`src/rtl/vdma_axi4s_to_axi4_core.sv`:
```
// Video write DMA: stores an AXI4-Stream frame as a rectangular image in memory,
// one line at a time, split into AXI4 INCR write bursts of at most awlen+1 beats.
module vdma_axi4s_to_axi4_core #(
  parameter int AXI4_ID_WIDTH    = 6,
  parameter int AXI4_ADDR_WIDTH  = 32,
  parameter int AXI4_LEN_WIDTH   = 8,
  parameter int AXI4_QOS_WIDTH   = 4,
  parameter int AXI4S_USER_WIDTH = 1,
  parameter int AXI4S_DATA_WIDTH = 24,
  parameter int STRIDE_WIDTH     = 12,
  parameter int INDEX_WIDTH      = 8,
  parameter int H_WIDTH          = 12,
  parameter int V_WIDTH          = 12
) (
  input  logic                        aclk,
  input  logic                        aresetn,
  input  logic                        ctl_enable,
  input  logic                        ctl_update,
  output logic                        ctl_busy,
  output logic [INDEX_WIDTH-1:0]      ctl_index,
  output logic [2:0]                  dbg_state,
  input  logic [AXI4_ADDR_WIDTH-1:0]  param_addr,
  input  logic [STRIDE_WIDTH-1:0]     param_stride,
  input  logic [H_WIDTH-1:0]          param_width,
  input  logic [V_WIDTH-1:0]          param_height,
  input  logic [AXI4_LEN_WIDTH-1:0]   param_awlen,
  output logic [AXI4_ID_WIDTH-1:0]    m_axi4_awid,
  output logic [AXI4_ADDR_WIDTH-1:0]  m_axi4_awaddr,
  output logic [1:0]                  m_axi4_awburst,
  output logic [3:0]                  m_axi4_awcache,
  output logic [AXI4_LEN_WIDTH-1:0]   m_axi4_awlen,
  output logic                        m_axi4_awlock,
  output logic [2:0]                  m_axi4_awprot,
  output logic [AXI4_QOS_WIDTH-1:0]   m_axi4_awqos,
  output logic [3:0]                  m_axi4_awregion,
  output logic [2:0]                  m_axi4_awsize,
  output logic                        m_axi4_awvalid,
  input  logic                        m_axi4_awready,
  output logic [31:0]                 m_axi4_wdata,
  output logic [3:0]                  m_axi4_wstrb,
  output logic                        m_axi4_wlast,
  output logic                        m_axi4_wvalid,
  input  logic                        m_axi4_wready,
  input  logic [AXI4_ID_WIDTH-1:0]    m_axi4_bid,
  input  logic [1:0]                  m_axi4_bresp,
  input  logic                        m_axi4_bvalid,
  output logic                        m_axi4_bready,
  input  logic [AXI4S_USER_WIDTH-1:0] s_axi4s_tuser,
  input  logic                        s_axi4s_tlast,
  input  logic [AXI4S_DATA_WIDTH-1:0] s_axi4s_tdata,
  input  logic                        s_axi4s_tvalid,
  output logic                        s_axi4s_tready
);

  // Handshakes: a transfer happens on a rising edge where valid and ready are both 1;
  // once raised, a valid (and its payload) is held until that transfer.
  typedef enum logic [2:0] {
    IDLE = 3'd0,
    SYNC = 3'd1,
    AW   = 3'd2,
    W    = 3'd3,
    FEND = 3'd4
  } state_t;

  localparam int CW    = ((H_WIDTH > AXI4_LEN_WIDTH) ? H_WIDTH : AXI4_LEN_WIDTH) + 2;
  localparam int OUT_W = 16;

  state_t                      state;
  logic [AXI4_ADDR_WIDTH-1:0]  sh_addr;
  logic [STRIDE_WIDTH-1:0]     sh_stride;
  logic [H_WIDTH-1:0]          sh_width;
  logic [V_WIDTH-1:0]          sh_height;
  logic [AXI4_LEN_WIDTH-1:0]   sh_len;
  logic [H_WIDTH-1:0]          x;
  logic [V_WIDTH-1:0]          y;
  logic [AXI4_ADDR_WIDTH-1:0]  line_base;
  logic [OUT_W-1:0]            outstanding;
  logic [AXI4_LEN_WIDTH-1:0]   beat;
  logic [AXI4_ADDR_WIDTH-1:0]  awaddr_q;
  logic [AXI4_LEN_WIDTH-1:0]   awlen_q;
  logic                        awvalid_q;
  logic [INDEX_WIDTH-1:0]      index_q;

  logic                        latch;
  logic                        aw_hs;
  logic                        w_hs;
  logic                        b_hs;
  logic                        last_beat;
  logic [CW-1:0]               x_sum;
  logic                        line_done;
  logic                        frame_done;
  logic [H_WIDTH-1:0]          nx_x;
  logic [AXI4_ADDR_WIDTH-1:0]  nx_base;
  logic [H_WIDTH-1:0]          cx;
  logic [AXI4_ADDR_WIDTH-1:0]  cbase;
  logic [CW-1:0]               len_p1;
  logic [CW-1:0]               remain;
  logic [CW-1:0]               blen;
  logic [AXI4_ADDR_WIDTH-1:0]  next_awaddr;
  logic [AXI4_LEN_WIDTH-1:0]   next_awlen;
  logic                        unused_ok;

  assign unused_ok = ^{m_axi4_bid, m_axi4_bresp, s_axi4s_tlast, s_axi4s_tuser};

  assign m_axi4_awid     = '0;
  assign m_axi4_awburst  = 2'b01;
  assign m_axi4_awcache  = 4'b0011;
  assign m_axi4_awlock   = 1'b0;
  assign m_axi4_awprot   = 3'b000;
  assign m_axi4_awqos    = '0;
  assign m_axi4_awregion = 4'b0000;
  assign m_axi4_awsize   = 3'b010;
  assign m_axi4_awaddr   = awaddr_q;
  assign m_axi4_awlen    = awlen_q;
  assign m_axi4_awvalid  = awvalid_q;
  assign m_axi4_wstrb    = 4'hF;
  assign m_axi4_wdata    = 32'(s_axi4s_tdata);
  assign m_axi4_bready   = 1'b1;
  assign ctl_busy        = (state != IDLE);
  assign ctl_index       = index_q;
  assign dbg_state       = state;

  assign m_axi4_wvalid  = (state == W) && s_axi4s_tvalid;
  assign last_beat      = (beat == awlen_q);
  assign m_axi4_wlast   = (state == W) && last_beat;
  assign s_axi4s_tready = (state == SYNC) ? !(s_axi4s_tvalid && s_axi4s_tuser[0]) :
                          (state == W)    ? m_axi4_wready : 1'b0;

  assign aw_hs = awvalid_q && m_axi4_awready;
  assign w_hs  = (state == W) && s_axi4s_tvalid && m_axi4_wready;
  assign b_hs  = m_axi4_bvalid;
  assign latch = ctl_enable && ((state == IDLE) ||
                 ((state == FEND) && (outstanding == '0) && ctl_update));

  // Position after the burst in flight completes, and the burst that follows it.
  assign x_sum      = CW'(x) + CW'(awlen_q) + CW'(1);
  assign line_done  = (x_sum == CW'(sh_width));
  assign frame_done = line_done && (({1'b0, y} + (V_WIDTH+1)'(1)) == {1'b0, sh_height});
  assign nx_x       = line_done ? '0 : x_sum[H_WIDTH-1:0];
  assign nx_base    = line_done ? line_base + AXI4_ADDR_WIDTH'(sh_stride) : line_base;

  // From SYNC the first burst starts at the frame origin.
  assign cx          = (state == SYNC) ? '0 : nx_x;
  assign cbase       = (state == SYNC) ? sh_addr : nx_base;
  assign len_p1      = CW'(sh_len) + CW'(1);
  assign remain      = CW'(sh_width) - CW'(cx);
  assign blen        = (len_p1 < remain) ? len_p1 : remain;
  assign next_awlen  = AXI4_LEN_WIDTH'(blen - CW'(1));
  assign next_awaddr = cbase + (AXI4_ADDR_WIDTH'(cx) << 2);

  always_ff @(posedge aclk or negedge aresetn) begin
    if (!aresetn) begin
      sh_addr   <= '0;
      sh_stride <= '0;
      sh_width  <= '0;
      sh_height <= '0;
      sh_len    <= '0;
      index_q   <= '0;
    end else if (latch) begin
      sh_addr   <= param_addr;
      sh_stride <= param_stride;
      sh_width  <= param_width;
      sh_height <= param_height;
      sh_len    <= param_awlen;
      index_q   <= index_q + INDEX_WIDTH'(1);
    end
  end

  always_ff @(posedge aclk or negedge aresetn) begin
    if (!aresetn) begin
      outstanding <= '0;
    end else begin
      case ({aw_hs, b_hs})
        2'b10:   outstanding <= outstanding + OUT_W'(1);
        2'b01:   outstanding <= outstanding - OUT_W'(1);
        default: outstanding <= outstanding;
      endcase
    end
  end

  always_ff @(posedge aclk or negedge aresetn) begin
    if (!aresetn) begin
      state     <= IDLE;
      x         <= '0;
      y         <= '0;
      line_base <= '0;
      beat      <= '0;
      awaddr_q  <= '0;
      awlen_q   <= '0;
      awvalid_q <= 1'b0;
    end else begin
      case (state)
        IDLE: if (ctl_enable) state <= SYNC;
        SYNC: begin
          if (s_axi4s_tvalid && s_axi4s_tuser[0]) begin
            x         <= '0;
            y         <= '0;
            line_base <= sh_addr;
            awaddr_q  <= next_awaddr;
            awlen_q   <= next_awlen;
            awvalid_q <= 1'b1;
            state     <= AW;
          end
        end
        AW: begin
          if (m_axi4_awready) begin
            awvalid_q <= 1'b0;
            beat      <= '0;
            state     <= W;
          end
        end
        W: begin
          if (w_hs) begin
            if (last_beat) begin
              x         <= nx_x;
              line_base <= nx_base;
              if (line_done) y <= y + V_WIDTH'(1);
              if (frame_done) begin
                state <= FEND;
              end else begin
                awaddr_q  <= next_awaddr;
                awlen_q   <= next_awlen;
                awvalid_q <= 1'b1;
                state     <= AW;
              end
            end else begin
              beat <= beat + AXI4_LEN_WIDTH'(1);
            end
          end
        end
        FEND: begin
          if (outstanding == '0) state <= ctl_enable ? SYNC : IDLE;
        end
        default: state <= IDLE;
      endcase
    end
  end

endmodule

```
`config.mk`:
```
export PLATFORM = sky130hd
export DESIGN_NAME = vdma_axi4s_to_axi4_core
export DESIGN_NICKNAME = d
export VERILOG_FILES = /design/src/rtl/vdma_axi4s_to_axi4_core.sv
export SDC_FILE = /design/constraint.sdc
export NUM_CORES = 1
export LEC_CHECK = 0
export CAP_MARGIN = 20
export CORE_MARGIN = 2
export CORE_UTILIZATION = 38
export CTS_CLUSTER_SIZE = 12
export DETAILED_ROUTE_END_ITERATION = 10
export GPL_TIMING_DRIVEN = 0
export HOLD_SLACK_MARGIN = 0.05
export PLACE_DENSITY = 0.59
export SETUP_SLACK_MARGIN = 0.1
export SYNTH_ARGS = -nofsm -noshare
export SYNTH_HDL_FRONTEND = slang
export SYNTH_SLANG_ARGS = --single-unit
```
`constraint.sdc`:
```
create_clock -name aclk -period 18.9 [get_ports aclk]
set_clock_uncertainty 0.2 [all_clocks]
set_input_delay 1.89 -clock aclk [delete_from_list [all_inputs] [get_ports aclk]]
set_output_delay 1.89 -clock aclk [all_outputs]
set_load 0.1 [all_outputs]
```
Yosys cells after proc, flatten, opt, wreduce, memory -nomap -nowiden
Cells that the tools add are included.
{ "word_totals": {"mem_bits_rw": 0, "out_inout_bits": 120, "mem_count": 0, "romBits": 0, "ff_bits": 208, "elab_cells": 120, "latch_bits": 0} }
{ "classes": {"bitwise": 0, "mul": 0, "add_sub_neg": 13, "shifts": 0, "muxes": 49, "div": 0, "order_cmp": 1, "n_reduce_logical": 24, "eq_ne": 18} }
{ "ops": {"columns": ["op", "count"], "rows": [
  ["$mux W32", 9],
  ["$pmux W32 S2", 2],
  ["$mux W12", 8],
  ["$mux W8", 8],
  ["$pmux W12 S2", 2],
  ["$add A32 B12 Y32", 1],
  ["$add A32 B14 Y32", 1],
  ["$pmux W16 S2", 1],
  ["$pmux W8 S2", 2],
  ["$mux W3", 7],
  ["$add A16 B1 Y16 const B", 1],
  ["$add A8 B1 Y8 const B", 2],
  ["$logic_not A16 Y1", 1],
  ["$sub A16 B1 Y16 const B", 1],
  ["$pmux W3 S5", 1],
  ["$add A13 B1 Y14 const B", 1],
  ["$eq A14 B12 Y1", 1],
  ["$lt A9 B14 Y1", 1],
  ["$ne A2 B2 Y1 const B", 7],
  ["$add A12 B1 Y13 const B", 1],
  ["$add A12 B8 Y13", 1],
  ["$eq A13 B12 Y1", 1],
  ["$sub A12 B12 Y13", 1],
  ["$add A12 B1 Y12 const B", 1],
  ["20 further kinds", 43]
]} }

Logic depth before layout (Yosys ltp)
Gate-level depths: netlist of the first run.
{ "logic_depth": {"depth_word": 13, "ltp_mapped": 38} }

Least setup slack after synthesis of the first run
OpenSTA, ideal clock, no wires.
{ "synth_timing": {"kind": "reg-to-reg", "start": "reg awlen_q[0], in the netlist m_axi4_awlen[0]", "end": "reg awlen_q[6], in the netlist m_axi4_awlen[6]", "path_buffers": 3, "stages_incl_launch_ff": 39, "arrival_time_ns": 8.222, "path_slack_ns": 10.342, "cell_sequence": "dfrtp_1 -> inv_1 -> ha_1 -> inv_1 -> fa_1 -> a21o_1 -> a21oi_1 -> xnor3_1 -> a2111oi_4 -> nand3_1 -> or4_1 -> clkbuf_1 -> a21oi_1 -> clkbuf_1 -> nor2_1 -> nand2_1 -> inv_1 -> fa_1 -> (+3 left out) -> a21o_1 -> a21o_1 -> nand3_1 -> and2_1 -> xor2_1 -> ha_1 -> o221ai_1 -> or4_1 -> nor3_1 -> clkbuf_1 -> mux2i_1 -> ha_1 -> inv_1 -> nor4b_1 -> xnor2_1 -> nor2_1 -> a21oi_1 -> o21ai_0"} }
{ "synth_via": {"elab_chain_len": 13, "elab_cells_between_ends": 19} }
{ "synth_lines": {"columns": ["element", "line_no", "text"], "rows": [
  ["start: declaration", "80", "logic [AXI4_LEN_WIDTH-1:0] awlen_q;"],
  ["start signal: assignment", "200", "awlen_q <= next_awlen;"],
  ["start signal: assignment", "222", "awlen_q <= next_awlen;"],
  ["$add A12 B8 Y13", "136", "assign x_sum = CW'(x) + CW'(awlen_q) + CW'(1);"],
  ["$add A13 B1 Y14", "136", null],
  ["$eq A14 B12 Y1", "137", "assign line_done = (x_sum == CW'(sh_width));"],
  ["$mux W12", "139", "assign nx_x = line_done ? '0 : x_sum[H_WIDTH-1:0];"],
  ["$mux W12", "143", "assign cx = (state == SYNC) ? '0 : nx_x;"],
  ["$sub A12 B12 Y13", "146", "assign remain = CW'(sh_width) - CW'(cx);"],
  ["$lt A9 B14 Y1", "147", "assign blen = (len_p1 < remain) ? len_p1 : remain;"],
  ["$mux W8", "147", null],
  ["$sub A8 B1 Y8", "148", "assign next_awlen = AXI4_LEN_WIDTH'(blen - CW'(1));"],
  ["$mux W8", "218", "if (frame_done) begin"],
  ["$mux W8", "214", "if (last_beat) begin"],
  ["$mux W8", "213", "if (w_hs) begin"],
  ["$pmux W8 S2", "192", "case (state)"]
]} }
Parallel ways exist; a longest one is shown, timed or not. The select of a mux whose other input is x is not followed.
A chain may end at the register's enable or synchronous reset.

Final worst setup path of the first run
Same ends and word-level chain as after synthesis.

==> results of run 1 <==
## metrics by stage
step                      hold WS, ns  instance area, um^2  power, mW  setup WS [ns]
final                           0.266                17500       3.13           8.66
after global routing            0.291                17500       3.34           7.99
after CTS                       0.271                17500       3.14           8.73
after detailed placement        0.261                16700       2.61           8.78
after global placement          0.258                16600       2.58           6.56
after floorplan                 0.243                14400       2.13          10.34
## critical path: cells and delay by family (launching register included)
family,cells,cell delay [ns]
buffers and inverters,7,1.60
xor gates and xnor gates,4,0.99
adders and majority gates,5,1.48
muxes,1,0.25
and+or+nand+nor,12,3.04
DFF,1,0.44
AOI/OAI and AO/OA,9,2.06
## where the power goes
group          total [mW]  switching (mW)  internal (mW)
Combinational        1.84            1.20          0.645
Sequential          0.776           0.173          0.602
Clock               0.509           0.202          0.307
## sequential cells by signal, summed over array words and instances, names as in the netlist
| register | cells |
|---|---|
| beat | 8 |
| ctl_index | 8 |
| dbg_state | 3 |
| line_base | 32 |
| m_axi4_awaddr | 32 |
| m_axi4_awlen | 8 |
| m_axi4_awvalid | 1 |
| outstanding | 16 |
| sh_addr | 32 |
| sh_height | 12 |
| sh_len | 8 |
| sh_stride | 12 |
| sh_width | 12 |
| x | 12 |
| y | 12 |
## kinds of logic (layout without fill, tap and decap cells)
family / Yosys count / after routing / share of synthesized area, %
and+or+nand+nor: 723 / 723 / 22.8
muxes: 14 / 14 / 1.05
xor gates and xnor gates: 146 / 146 / 9.15
buffers and inverters: 189 / 401 / 6.70
other: 2 / 40 / 0.0526
adders and majority gates: 80 / 80 / 7.26
AOI/OAI and AO/OA: 386 / 386 / 16.5
DFF: 208 / 208 / 36.5
## worst max path at each step
stage               cells past startpoint              end  slack (ns)
finish                                 38  m_axi4_awlen[6]        8.66
global route                           38  m_axi4_awlen[6]        7.99
CTS                                    38  m_axi4_awlen[6]        8.73
detailed placement                     38  m_axi4_awlen[6]        8.78
global placement                        1      sh_addr[20]        6.56
floorplan                              38  m_axi4_awlen[6]       10.34
## layout make-up
| class | instances | area share [%] |
|---|---|---|
| multi-input cells | 1389 | 47.1 |
| flip-flops and latches | 208 | 29.7 |
| repair buffers | 165 | 9.54 |
| clock buffers | 39 | 4.39 |
| plain buffers | 135 | 4.30 |
| well taps | 468 | 3.34 |
| inverters | 54 | 1.16 |
| clock inverters | 8 | 0.528 |
## metal layers
layer	vias to the layer above	part of all wire, %	routed length, um
met5	-	0	0
met4	0	2.4	1080
met3	64	6.1	2770
met2	383	47	21200
met1	6122	45	20400
li1	6360	-	-
## placed cells by master, fill, tap and decap left out, types with 7 or more instances in the layout
cell             count
a21o_1              22
a21oi_1            112
a22o_1               7
a31oi_1             14
and2_1               7
and3_1              19
buf_1                8
buf_4               64
clkbuf_1            64
clkbuf_16           27
clkdlybuf4s50_1    163
conb_1              40
dfrtp_1            208
ha_1                74
inv_1               53
mux2i_1              9
nand2_1            408
nand2b_1             9
nand3_1             43
nand4_1             24
nor2_1             111
nor2b_1             13
nor3_1              24
nor4_1              13
o21a_1               9
o21ai_0            134
o22ai_1             11
o31ai_1             13
or3_1               12
xnor2_1             68
xor2_1              76
==> impl_metrics.env, run 1 <==
export IMPL_yosys_synthesis_warning_count=0
export IMPL_grt_first_pass_wirelength_um=70500
export IMPL_routed_via_density=5.24
export IMPL_grt_busiest_layer="met2"
export IMPL_routed_wire_length_per_instance_um=18.4
export IMPL_synth_area_um2=14300
export IMPL_remaining_drc_errors=0
export IMPL_grt_overflow_total=0
export IMPL_ir_worst_vdd_v=0.0000725
export IMPL_antenna_cells=0
export IMPL_reg_to_reg_setup_timing_slack_ns=8.66
export IMPL_final_period_utilization_pct=54.2
export IMPL_drt_initial_drc_count=827
export IMPL_most_used_flip_flop_cell_after_synthesis="dfrtp_1"
export IMPL_grt_util_met1_pct=31.5
export IMPL_period_minus_slack_ns=10.24
export IMPL_required_ns=19.10
export IMPL_synth_most_common_cell="nand2_1"
export IMPL_p_leak_nw=8.09
export IMPL_slew_limit_headroom_pct=30.1
export IMPL_clkSinkCount=208
export IMPL_nNetsFinal=2176
export IMPL_register_area_um2=5200
export IMPL_route_final_wire_length_um=45400
export IMPL_synth_area_top_cells="dfrtp_1, nand2_1, ha_1"
export IMPL_num_rows=70
export IMPL_port_buffers=164
export IMPL_clock_root_buffer="clkbuf_16"
export IMPL_grt_pass1_vias=12545
export IMPL_critPathLaunch="m_axi4_awlen[0]"
export IMPL_timing_max_transition_violations_final=0
export IMPL_grt_setup_unrepaired="no"
export IMPL_synth_top_cell_by_area="dfrtp_1"
export IMPL_cts_hold_fix_buffers=0
export IMPL_timing_hold_worst_class="flop to flop"
export IMPL_critical_path_arrival_ns=10.44
export IMPL_worstMarginPinSlew_ns=1.04
export IMPL_area_growth_synth_to_final_pct=22.9
export IMPL_finish_utilization_pct=47.7
export IMPL_postSynth_asyncResetShare_pct=100
export IMPL_p_per_area_nw_per_um2=178
export IMPL_numPlacedInstances=2419
export IMPL_path_clk_slew_ns=0.06
export IMPL_worst_case_reg_to_reg_path_depth=38
export IMPL_fillerInstances=3613
export IMPL_htreeDepth=1
export IMPL_instances_no_fill=2466
export IMPL_hold_viol=0
export IMPL_antenna_violations_before_repair=0
export IMPL_finalWeightedCongestion=0.932
export IMPL_reg2reg_to="m_axi4_awlen[6]"
export IMPL_cap_violations=0
export IMPL_fin_tns_setup_ns=0
export IMPL_post_cts_buffers=0
export IMPL_synth_instances=1748
export IMPL_cts_root_to_sink_buffers=3
export IMPL_drtPass1Iterations=5
export IMPL_synth_seq_area_share_pct=36.5
export IMPL_route_vias_total=12929
export IMPL_cts_tree="built"
export IMPL_crit_path_top_delay_cell="a21oi_1"
export IMPL_multi_input_comb_area_um2=8260
export IMPL_maximum_number_of_pins_on_one_net_before_global_route_repair=111
export IMPL_die_x_um=198
export IMPL_synthDominantCellAreaShare_pct=36.5
export IMPL_coreArea_um2=36800
export IMPL_cts_repair_resize_count=0
export IMPL_worst_hold_path_endpoint="outstanding[15]"
export IMPL_groute_layer_met2_usage_pct=38.6
export IMPL_clk_latency_ns=0.57
export IMPL_layout_drive_gt1_share_pct=7.46
export IMPL_setup_viol=0
export IMPL_status="completed"
export IMPL_synth_edf_count=0
export IMPL_timing_critical_path_from_type="flop"
export IMPL_timing_fmax_mhz=97.6
export IMPL_dieArea_um2=39100
export IMPL_floorplan_die_height_um=198
export IMPL_dp_final_hpwl_um=34600
export IMPL_endpoint_kind="flop"
export IMPL_grt_met3_usage_pct=3.12
export IMPL_initial_core_util_pct=38.8
export IMPL_post_synth_num_cell_types=80
export IMPL_post_synth_cell_area_avg_um2=8.17
export IMPL_number_of_antenna_violating_nets_in_the_routed_design=0
export IMPL_largest_incremental_delay_on_the_critical_path_ns=0.85
export IMPL_num_io_pins=238
export IMPL_postSynthRegisterBits=208
export IMPL_synth_top_cells_by_count="nand2_1, dfrtp_1, o21ai_0, a21oi_1, nor2_1"
export IMPL_worst_r2r_startpoint="m_axi4_awlen[0]"
export IMPL_hold_start="outstanding[15]"
export IMPL_cts_buffers_inserted=26
export IMPL_crit_path_max_fanout=10
export IMPL_global_route_usage_total_pct=23.2
export IMPL_worstHoldPathCells=1
export IMPL_crit_type="flop to flop"
export IMPL_timing_critical_path_mode_cell="inv_1"
Note: power is estimated with default switching activity, not from simulation.
==> inputs of run 2 (changes only) <==
==> constraint.sdc (replaced) <==
create_clock -name aclk -period 10.44 [get_ports aclk]
set_clock_uncertainty 0.2 [all_clocks]
set_input_delay 1.044 -clock aclk [delete_from_list [all_inputs] [get_ports aclk]]
set_output_delay 1.044 -clock aclk [all_outputs]
set_load 0.1 [all_outputs]
==> run 2 against run 1 <==
Net effect: die area stayed put; combinational power rose by 82%; count of clock-buffer cells in the layout unchanged; sequential share of layout area hardly changed; core utilization about the same; first-iteration DRC count down 2.5%; non-clock buffer count stayed put.
==> impl_metrics.env, run 2 (synthesized netlist as in run 1, its figures left out) <==
export IMPL_clkSinkCount=208
export IMPL_worstPathBufferInverterCount=7
export IMPL_timing_final_ws_setup_ns=0.877
export IMPL_period_minus_slack_ns=9.56
export IMPL_antenna_cells=0
export IMPL_worst_hold_path_endpoint="outstanding[15]"
export IMPL_timing_max_transition_violations_final=0
export IMPL_crit_type="flop to flop"
export IMPL_instances_no_fill=2466
export IMPL_dieArea_um2=39100
export IMPL_initial_core_util_pct=38.8
export IMPL_reg_to_reg_setup_timing_slack_ns=0.88
export IMPL_numPlacedInstances=2419
export IMPL_finalWeightedCongestion=0.932
export IMPL_grt_first_pass_wirelength_um=70500
export IMPL_largest_incremental_delay_on_the_critical_path_ns=0.57
export IMPL_nNetsFinal=2176
export IMPL_global_route_usage_total_pct=23.2
export IMPL_area_growth_synth_to_final_pct=23.0
export IMPL_dp_final_hpwl_um=34600
export IMPL_path_clk_slew_ns=0.06
export IMPL_timing_fmax_mhz=105
export IMPL_routed_via_density=5.25
export IMPL_remaining_drc_errors=0
export IMPL_ir_worst_vdd_v=0.000131
export IMPL_coreArea_um2=36800
export IMPL_cap_violations=0
export IMPL_hold_viol=0
export IMPL_dp_worst_setup_slack_ns=0.323
export IMPL_required_ns=10.64
export IMPL_endpoint_kind="flop"
export IMPL_maximum_number_of_pins_on_one_net_before_global_route_repair=111
export IMPL_floorplan_die_height_um=198
export IMPL_grt_setup_unrepaired="no"
export IMPL_placed_area_um2=16700
export IMPL_drtPass1Iterations=5
export IMPL_reg2reg_to="m_axi4_awlen[6]"
export IMPL_slew_limit_headroom_pct=30.4
export IMPL_timing_hold_worst_class="flop to flop"
export IMPL_num_io_pins=238
export IMPL_p_per_area_nw_per_um2=323
export IMPL_die_x_um=198
export IMPL_worstMarginPinSlew_ns=1.03
export IMPL_worst_r2r_startpoint="m_axi4_awlen[0]"
export IMPL_route_final_wire_length_um=45400
export IMPL_cts_hold_fix_buffers=0
export IMPL_final_period_utilization_pct=91.6
export IMPL_final_cell_area_um2=17600
export IMPL_finish_utilization_pct=47.7
export IMPL_clock_root_buffer="clkbuf_16"
export IMPL_cts_buffers_inserted=26
export IMPL_cts_root_to_sink_buffers=3
export IMPL_route_vias_total=12946
export IMPL_setup_viol=0
export IMPL_grt_overflow_total=0
export IMPL_cpLargestDelayFamily="simple AND/OR/NAND/NOR gates"
export IMPL_p_leak_nw=8.10
export IMPL_cts_tree="built"
export IMPL_number_of_antenna_violating_nets_in_the_routed_design=0
export IMPL_cts_repair_resize_count=0
export IMPL_worst_case_reg_to_reg_path_depth=38
export IMPL_antenna_violations_before_repair=0
export IMPL_grt_pass1_vias=12545
export IMPL_status="completed"
export IMPL_port_buffers=164
export IMPL_timing_critical_path_mode_cell="inv_1"
export IMPL_layout_drive_gt1_share_pct=7.56
export IMPL_timing_critical_path_from_type="flop"
export IMPL_critical_path_arrival_ns=9.76
export IMPL_worstHoldPathCells=1
export IMPL_routed_wire_length_per_instance_um=18.4
export IMPL_layout_cells_most_common_list="nand2_1, dfrtp_1, clkdlybuf4s50_1"
export IMPL_crit_path_top_delay_cell="or4_1"
export IMPL_commonest_non_fill_non_tap_cell_in_the_layout="nand2_1"
export IMPL_num_rows=70
export IMPL_hold_start="outstanding[15]"
export IMPL_clk_latency_ns=0.56
export IMPL_drt_initial_drc_count=806
export IMPL_htreeDepth=1
export IMPL_crit_path_max_fanout=10
export IMPL_post_cts_buffers=0
run 2: cell counts in the layout (fill, tap and decap cells not counted):
No cell type changed its count.
run 2: area by class of cell:
class	instances	area (um^2)
inverter	54	203
clock inverter	8	92.6
tap	468	586
multi-input combinational	1389	8270
fill	3611	19200
timing repair buffer	165	1670
clock buffer	39	771
sequential	208	5200
buffer	135	756
run 2: how the worst max path moves through the flow:
| stage | start | to | slack [ns] | depth (start not counted) |
|---|---|---|---|---|
| after floorplan | m_axi4_awlen[0] | m_axi4_awlen[6] | 1.88 | 38 |
| after global placement | aresetn | sh_addr[20] | -1.05 | 1 |
| after detailed placement | m_axi4_awlen[0] | m_axi4_awlen[6] | 0.32 | 38 |
| after CTS | m_axi4_awlen[0] | m_axi4_awlen[6] | 0.27 | 38 |
| after global routing | m_axi4_awlen[0] | m_axi4_awlen[6] | 0.25 | 38 |
| final | m_axi4_awlen[0] | m_axi4_awlen[6] | 0.88 | 38 |
run 2: metrics by stage:
stage               hold slack (ns)  setup TNS (ns)  power, mW
finish                        0.267               0       5.67
global route                  0.291               0       6.06
CTS                           0.271               0       5.68
detailed placement            0.261               0       4.73
global placement              0.258         -212.28       4.68
floorplan                     0.243               0       3.85
run 2: power breakdown:
part	internal (mW)	switching, mW
logic	1.17	2.17
registers	1.09	0.315
clock network	0.556	0.365
run 2: layer usage:
| metal | GRT usage, % | wire (um) |
|---|---|---|
| met4 | 6.43 | 1100 |
| met2 | 38.6 | 21200 |
| met5 | 0 | 0 |
| met3 | 3.12 | 2620 |
| met1 | 31.5 | 20500 |
==> inputs of run 3 (changes only) <==
--- a/config.mk
+++ b/config.mk
@@ -6,7 +6,6 @@
 export NUM_CORES = 1
 export LEC_CHECK = 0
 export CAP_MARGIN = 20
-export CORE_MARGIN = 2
 export CORE_UTILIZATION = 38
 export CTS_CLUSTER_SIZE = 12
 export DETAILED_ROUTE_END_ITERATION = 10
==> run 3 against run 2 <==
Net effect: via count increased by 0.67%; critical path depth unchanged; critical path type unchanged; largest cell class unchanged; maximum frequency decreased by 0.12%; clock power about the same; core utilization increased by 0.071 points; sequential power about the same; highest routed layer unchanged; register-to-register slack about the same; die area decreased by 2.0%.
==> impl_metrics.env, run 3 (synthesized netlist as in run 1, its figures left out) <==
export IMPL_timing_hold_worst_class="primary input to async pin"
export IMPL_dieArea_um2=38300
export IMPL_largest_incremental_delay_on_the_critical_path_ns=0.52
export IMPL_initial_core_util_pct=38.8
export IMPL_dp_final_hpwl_um=34200
export IMPL_die_x_um=196
export IMPL_antenna_cells=0
export IMPL_nNetsFinal=2177
export IMPL_endpoint_kind="flop"
export IMPL_number_of_antenna_violating_nets_in_the_routed_design=0
export IMPL_slew_limit_headroom_pct=27.5
export IMPL_timing_max_transition_violations_final=0
export IMPL_clock_root_buffer="clkbuf_16"
export IMPL_layout_cells_most_common_list="nand2_1, dfrtp_1, clkdlybuf4s50_1"
export IMPL_critical_path_depth=38
export IMPL_final_period_utilization_pct=91.7
export IMPL_port_buffers=164
export IMPL_period_minus_slack_ns=9.57
export IMPL_cts_tree="built"
export IMPL_cpLargestDelayFamily="simple AND/OR/NAND/NOR gates"
export IMPL_grt_first_pass_wirelength_um=70200
export IMPL_commonest_non_fill_non_tap_cell_in_the_layout="nand2_1"
export IMPL_critical_path_arrival_ns=9.79
export IMPL_crit_path_max_fanout=10
export IMPL_clkSinkCount=208
export IMPL_path_clk_slew_ns=0.06
export IMPL_p_per_area_nw_per_um2=322
export IMPL_required_ns=10.66
export IMPL_hold_viol=0
export IMPL_worstPathBufferInverterCount=7
export IMPL_num_io_pins=238
export IMPL_cts_hold_fix_buffers=0
export IMPL_timing_fmax_mhz=104
export IMPL_worst_case_reg_to_reg_path_depth=38
export IMPL_finalHoldWorstSlack_ns=0.203
export IMPL_layout_drive_gt1_share_pct=7.55
export IMPL_num_rows=70
export IMPL_status="completed"
export IMPL_remaining_drc_errors=0
export IMPL_routed_via_density=5.28
export IMPL_dp_worst_setup_slack_ns=0.354
export IMPL_coreArea_um2=36800
export IMPL_timing_final_ws_setup_ns=0.866
export IMPL_htreeDepth=1
export IMPL_maximum_number_of_pins_on_one_net_before_global_route_repair=83
export IMPL_drt_initial_drc_count=773
export IMPL_area_growth_synth_to_final_pct=23.1
export IMPL_routed_wire_length_per_instance_um=18.0
export IMPL_cap_violations=0
export IMPL_finalWeightedCongestion=0.929
export IMPL_floorplan_die_height_um=196
export IMPL_route_vias_total=13033
export IMPL_setup_viol=0
export IMPL_antenna_violations_before_repair=0
export IMPL_clk_latency_ns=0.56
export IMPL_worstMarginPinSlew_ns=1.09
export IMPL_timing_critical_path_from_type="flop"
export IMPL_drtPass1Iterations=5
export IMPL_p_leak_nw=8.11
export IMPL_grt_setup_unrepaired="no"
export IMPL_cts_buffers_inserted=26
export IMPL_crit_path_top_delay_cell="a21oi_2"
export IMPL_grt_overflow_total=0
export IMPL_route_final_wire_length_um=44500
export IMPL_crit_type="flop to flop"
export IMPL_ir_worst_vdd_v=0.000146
export IMPL_global_route_usage_total_pct=23.3
export IMPL_grt_pass1_vias=12880
export IMPL_cts_root_to_sink_buffers=3
export IMPL_timing_critical_path_mode_cell="inv_1"
==> run 3: changes by cell type in the layout (fill, tap and decap cells not counted), sizes merged <==
| cell | change |
|---|---|
| clkbuf | -1 |
| buf | +1 |
| bufinv | +1 |
==> run 3: final timing paths <==
kind | startpoint | endpoint | slack [ns]
setup / recovery | m_axi4_awlen[0] | m_axi4_awlen[6] | 0.87
hold / removal | aresetn | sh_len[5] | 0.20
setup reg to reg | m_axi4_awlen[0] | m_axi4_awlen[6] | 0.87
hold reg to reg | m_axi4_awaddr[7] | m_axi4_awaddr[7] | 0.28
max in group asynchronous | aresetn | sh_addr[31] | 9.03
min in group aclk | m_axi4_awaddr[7] | m_axi4_awaddr[7] | 0.28
==> run 3: power breakdown <==
group / switching [mW] / internal, mW
clock: 0.363 / 0.561
sequential: 0.312 / 1.09
combinational: 2.16 / 1.17
total: 2.84 / 2.82
==> run 3: per-stage QoR <==
| step | cells | TNS, ns | total power, mW | area, um^2 | utilization [%] |
|---|---|---|---|---|---|
| after floorplan | 1786 | 0 | 3.85 | 14400 | - |
| after CTS | 2467 | 0 | 5.67 | 17600 | 47.8 |
| final | 2467 | 0 | 5.66 | 17600 | 47.8 |
| after global placement | 2418 | -223.32 | 4.67 | 16600 | 45.3 |
| after detailed placement | 2420 | 0 | 4.73 | 16700 | 45.4 |
| after global routing | 2467 | 0 | 6.07 | 17600 | 47.8 |
==> run 3: layout make-up <==
type	instances	area (um^2)
fillers	3603	19200
multi-input cells	1389	8260
flip-flops and latches	208	5200
repair buffers	166	1700
plain buffers	135	756
clock buffers	38	736
well taps	468	586
inverters	54	203
clock inverters	9	134
==> run 3: metal layers <==
layer	track usage (%)	vias up	part of all wire (%)
li1	-	6384	-
met1	31.3	6136	44
met2	37.5	421	45
met3	3.92	92	6.5
met4	9.40	0	3.7
met5	0	-	0
==> run 3: timing repair <==
| item | CTS | global route |
|---|---|---|
| setup buffers | 0 | 0 |
| endpoints found under the setup margin | 0 | 2 |
| gates resized for setup | 0 | 3 |
